### config.mk
export PLATFORM = sky130hd
export DESIGN_NAME = regfile_mp
export DESIGN_NICKNAME = d
export VERILOG_FILES = /design/src/rtl/regfile_pkg.sv /design/src/rtl/regfile_init_ctrl.sv /design/src/rtl/regfile_mp.sv
export SDC_FILE = /design/constraint.sdc
export NUM_CORES = 1
export LEC_CHECK = 0
export CORE_MARGIN = 2
export CORE_UTILIZATION = 45
export CTS_CLUSTER_DIAMETER = 30
export CTS_CLUSTER_SIZE = 40
export DETAILED_ROUTE_END_ITERATION = 10
export HOLD_SLACK_MARGIN = 0.1
export RECOVER_POWER = 50
export SYNTH_ARGS = -nofsm -noshare
export SYNTH_HDL_FRONTEND = slang
export SYNTH_SLANG_ARGS = --single-unit
### constraint.sdc
create_clock -name clk -period 8.2 [get_ports clk]
set_clock_uncertainty 0.1 [all_clocks]
set_input_delay 0.82 -clock clk [delete_from_list [all_inputs] [get_ports clk]]
set_output_delay 0.82 -clock clk [all_outputs]
set_load 0.005 [all_outputs]
### src/rtl/regfile_pkg.sv
// Shared types and limits for the multi-port register file.
// Optional feature macro (used by regfile_mp): REGFILE_BYPASS_EN.
package regfile_pkg;

  typedef enum logic {
    INIT,
    RUN
  } state_t;

  localparam int NR_MAX = 4;
  localparam int NW_MAX = 2;

endpackage

### src/rtl/regfile_init_ctrl.sv
// Initialisation sequencer: walks ptr over every entry after reset or clr,
// emitting a zero-write strobe, and reports busy until the walk completes.
module regfile_init_ctrl
  import regfile_pkg::*;
#(
  parameter int M  = 32,
  parameter int AW = $clog2(M)
) (
  input  logic          clk,
  input  logic          reset,
  input  logic          clr,
  output logic          busy,
  output logic          clr_we,
  output logic [AW-1:0] clr_addr
);

  state_t        state_q, state_d;
  logic [AW-1:0] ptr_q, ptr_d;

  // NOTE: sequential state uses non-blocking assignments so every register
  // samples pre-edge values; blocking here would create order-dependent races.
  always_ff @(posedge clk or negedge reset) begin
    if (!reset) begin
      state_q <= INIT;
      ptr_q   <= '0;
    end else begin
      state_q <= state_d;
      ptr_q   <= ptr_d;
    end
  end

  // NOTE: every output of this block gets a default first, so no path can
  // leave a variable unassigned and infer a latch.
  always_comb begin
    state_d = state_q;
    ptr_d   = ptr_q;
    unique case (state_q)
      INIT: begin
        ptr_d = ptr_q + 1'b1;
        if (ptr_q == AW'(M - 1)) state_d = RUN;
        if (clr) begin
          state_d = INIT;
          ptr_d   = '0;
        end
      end
      RUN: begin
        if (clr) begin
          state_d = INIT;
          ptr_d   = '0;
        end
      end
      default: begin
        state_d = INIT;
        ptr_d   = '0;
      end
    endcase
  end

  assign busy     = (state_q == INIT);
  assign clr_we   = busy;
  assign clr_addr = ptr_q;

endmodule

### src/rtl/regfile_mp.sv
// Parametrised multi-port register file with registered read ports.
// Define REGFILE_BYPASS_EN for write-to-read forwarding; otherwise read-before-write.
module regfile_mp
  import regfile_pkg::*;
#(
  parameter int N  = 32,
  parameter int M  = 32,
  parameter int NR = 2,
  parameter int NW = 1,
  parameter int AW = $clog2(M)
) (
  input  logic             clk,
  input  logic             reset,
  input  logic             clr,
  output logic             busy,
  input  logic [NW-1:0]    we,
  input  logic [NW*AW-1:0] wa,
  input  logic [NW*N-1:0]  wd,
  input  logic [NR-1:0]    re,
  input  logic [NR*AW-1:0] ra,
  output logic [NR*N-1:0]  q
);

  if (NR < 1 || NR > NR_MAX || NW < 1 || NW > NW_MAX || M < 2 || (M & (M - 1)) != 0)
  begin : g_bad_cfg
    $error("regfile_mp: unsupported NR/NW/M configuration");
  end

  logic          clr_we;
  logic [AW-1:0] clr_addr;
  logic [NW-1:0] wr_en;
  logic [N-1:0]  mem    [M];
  logic [N-1:0]  rd_val [NR];

  regfile_init_ctrl #(.M(M), .AW(AW)) u_init_ctrl (
    .clk      (clk),
    .reset    (reset),
    .clr      (clr),
    .busy     (busy),
    .clr_we   (clr_we),
    .clr_addr (clr_addr)
  );

  // Writeback is locked out for the whole clearing walk.
  assign wr_en = we & {NW{~busy}};

  // NOTE: the array has no reset; the sequencer zeroes it, which keeps the
  // storage mappable to plain flops/RAM without a reset fan-out to every bit.
  always_ff @(posedge clk) begin
    if (clr_we) begin
      mem[clr_addr] <= '0;
    end else begin
      // Ascending order: the highest-index port's write lands last and wins.
      for (int k = 0; k < NW; k++) begin
        if (wr_en[k]) mem[wa[k*AW +: AW]] <= wd[k*N +: N];
      end
    end
  end

  always_comb begin
    for (int i = 0; i < NR; i++) begin
      rd_val[i] = mem[ra[i*AW +: AW]];
`ifdef REGFILE_BYPASS_EN
      for (int k = 0; k < NW; k++) begin
        if (wr_en[k] && (wa[k*AW +: AW] == ra[i*AW +: AW])) rd_val[i] = wd[k*N +: N];
      end
`endif
    end
  end

  always_ff @(posedge clk or negedge reset) begin
    if (!reset) begin
      q <= '0;
    end else begin
      for (int i = 0; i < NR; i++) begin
        if (re[i]) q[i*N +: N] <= busy ? '0 : rd_val[i];
      end
    end
  end

endmodule

==> impl_metrics.py <==
metrics = {
    "status": {
        "status": "complete, but fails checks",
        "violations": "max-capacitance violations, max-slew violations",
    },
    "timing": {
        "hold_viol": 0,
        "setup_tns_ps": 0,
        "setup_ws_ps": 3010,
        "setup_viol": 0,
        "slew_headroom_pct": -37.2,
        "whs_ps": 375,
        "timing.fmax_ghz": 0.193,
        "fin_crit_ps": 5190,
        "tightest_slew_ps": 2060,
        "rsz0062_at_grt": "false",
        "min_period_over_period_pct": 63.2,
        "maxSlewViolCount": 799,
    },
    "cells_and_area": {
        "syn_to_final_growth_pct": 21.2,
        "final_nets": 3161,
        "drive_above_1_share_pct": 27.5,
    },
    "synthesis": {
        "synth_warnings": 0,
        "synth_flop_cell": "edfxtp_1",
        "ys_async_sr_fraction_pct": 6.40,
        "yosys.area.top_type_share_pct": 60.3,
        "synthesis.instances": 2899,
        "synth_cell_types": 35,
        "synth-seq-cells": 1094,
        "yosysTopAreaCell": "edfxtp_1",
        "synthesis.nets": 2954,
        "seq_area_frac_synth_pct": 63.8,
        "synth_area_leaders": "edfxtp_1, mux4_2, mux2i_1, dfrtp_1, mux2_2",
        "synth_edf_count": 1024,
        "syn_area_um2": 51000,
        "syn_area_per_cell_um2": 17.6,
    },
    "critical_path": {
        "crit_path_end_kind": "flip-flop",
        "cp-start-kind": "flip-flop",
        "required_ps": 8810,
        "r2r_start": "u_init_ctrl.state_q",
        "cp-endpoint": "q[18]",
        "startpoint": "u_init_ctrl.state_q",
        "crit_fanout": 45,
        "ff2ff_path_depth": 5,
        "reg2reg_slack_ps": 3010,
        "path_class": "reg2reg",
        "arrival_ps": 5790,
        "regToRegEndpoint": "q[18]",
    },
    "detailed_routing": {
        "viasPerCell": 6.55,
        "drtPass1Iterations": 5,
        "post_drt_wl_per_cell_um": 34.8,
        "drc": 0,
        "drtIter0Drc": 3849,
        "antenna_left": 0,
        "vias": 31500,
        "drt_wl_total_um": 167000,
    },
    "die": {
        "fp.dieH_um": 341,
        "core_area_um2": 112000,
        "start_util_pct": 45.4,
        "die_area_um2": 116000,
        "die_width_um": 341,
        "ios": 118,
        "num_rows": 123,
    },
    "global_routing": {
        "antenna_found_initial": 9,
        "grt_pass1_wl_um": 238000,
        "grt_overflow_total": 0,
        "grt_pass1_vias": 32900,
        "met2_usage_pct": 44.9,
        "grt_util_met1_pct": 39.2,
        "busiest_layer": "met2",
        "grt_usage_pct": 28.8,
        "grt_max_degree": 97,
        "grt_util_met3_pct": 6.66,
    },
    "clock_network": {
        "root_buffer": "clkbuf_16",
        "htree_num_levels": 4,
        "clock-sinks": 1094,
        "cts_buffers": 223,
        "post_cts_buffers": 0,
        "clk_pin_slew_ps": 50,
        "cts_max_path_buffers": 3,
        "cts_tree": "done",
        "clock_latency_ps": 800,
    },
    "power": {
        "peakVddDrop_mv": 0.188,
        "powerDensity_nw_per_um2": 265,
        "combinationalPowerShare_pct": 5.3,
        "power_frac_seq_pct": 37.5,
        "switchingPower_mw": 3.63,
        "clkPwrFrac_pct": 57.2,
        "total_leakage_power_nw": 20.6,
        "swShare_pct": 22.2,
        "internal_power_mw": 12.7,
        "finalPower_mw": 16.3,
    },
    "flow_run": {
        "maxCapViolations": 25,
    },
    "placement": {
        "place_ws_ps": 3350,
        "place_congestion": 0.832,
        "io_buffer_count": 117,
        "hpwl_um": 97500,
    },
    "min_path": {
        "min_from": "q[45]",
        "worstHoldPathType": "reg2reg",
    },
}
==> layout make-up <==
| cell class | count | area [um^2] |
|---|---|---|
| antenna | 4 | 10.0 |
| clock buffer | 272 | 5860 |
| clock inverter | 152 | 2040 |
| fill | 8755 | 50600 |
| inverter | 3 | 11.3 |
| multi-input combinational | 1569 | 17600 |
| sequential | 1094 | 32500 |
| tap | 1500 | 1880 |
| timing repair buffer | 215 | 1890 |
==> layout by cell type, fill, tap and decap left out, drive strengths merged, types with 2 or more instances in the layout <==
master         synthesis  final
edfxtp              1024   1024
a22o                 117    117
xor2                   2      2
mux4                 256    256
clkinvlp               0     25
clkbuf               107    291
a21oi                118    118
nor2                  50     50
ha                     2      2
mux2                 118    118
nand2                 42     42
a221oi               117    117
inv                    0     20
o2bb2ai               53     53
and2                   2      2
mux2i                528    528
bufinv                 0     38
nand3                 25     25
nor2b                  8      8
buf                  126     89
o221ai                53     53
a22oi                 33     33
and3                  33     33
nand2b                 2      2
a31oi                  3      3
dlygate4sd3            0     26
clkdlybuf4s50          0     81
clkinv                 3     72
diode                  0      4
dfrtp                 70     70
nor3b                  2      2
==> cell families after synthesis <==
kind of cell | share of synthesized area, %
flops | 63.8
mux | 24.3
fa+ha+maj | 0.0491
xor+xnor | 0.0516
compound gates | 7.87
buf+inv | 2.40
simple gates | 1.56
==> registers in the layout (all words and copies together) (netlist names) <==
signal and count:
q 64, mem 1024, u_init_ctrl.clr_addr 5, u_init_ctrl.state_q 1
==> worst min-delay path by stage <==
stage,cells after the start,to,slack (ps)
5_1_grt,1,q[60],420
3_5_place_dp,1,q[45],380
3_3_place_gp,1,q[60],390
4_1_cts,2,q[46],390
2_1_floorplan,1,q[0],380
6_report,1,q[45],370
==> metal layers <==
metal  up-vias  share of wire [%]
li1      12700                  -
met1     16700                 40
met2      1786                 47
met3       321                9.8
met4         8                3.8
met5         -              0.025
==> synthesized netlist by cell type, types with 45 or more instances <==
library cell,n
clkbuf_1,106
mux2i_1,528
mux4_2,256
a21oi_1,118
edfxtp_1,1024
nor2_1,50
o221ai_1,53
dfrtp_1,70
a22o_1,117
buf_2,45
mux2_2,118
o2bb2ai_1,53
a221oi_1,89
==> per-stage QoR <==
| stage | utilization (%) | cell area (um^2) | std cells |
|---|---|---|---|
| 3_5_place_dp | 48.0 | 53900 | 4380 |
| 4_1_cts | 55.0 | 61800 | 4805 |
| 2_1_floorplan | - | 51000 | 2899 |
| 5_1_grt | 55.0 | 61800 | 4805 |
| 6_report | 55.0 | 61800 | 4809 |
| 3_3_place_gp | 48.0 | 53900 | 4380 |
==> timing repair <==
item / CTS / global route
hold endpoints to repair: 23 / 0
resized for setup: 0 / 0
hold buffers: 1 / 0
==> power by group through the flow <==
stage          registers (mW)  clock network (mW)  logic, mW
4_1_cts                  6.13                9.40      0.853
3_5_place_dp             6.23                   0      0.851
5_1_grt                  6.14                9.71      0.894
2_1_floorplan            6.23                   0      0.557
3_3_place_gp             6.23                   0      0.846
6_report                 6.13                9.35      0.862
==> worst max-delay path, stage by stage, from the launching register on <==
cell and delay, ps:
dfrtp_1 320, clkbuf_1 1330, clkinv_1 1110, nor2_4 1190, o221ai_1 670, o2bb2ai_1 310
Power figures use the tool's default switching activity.
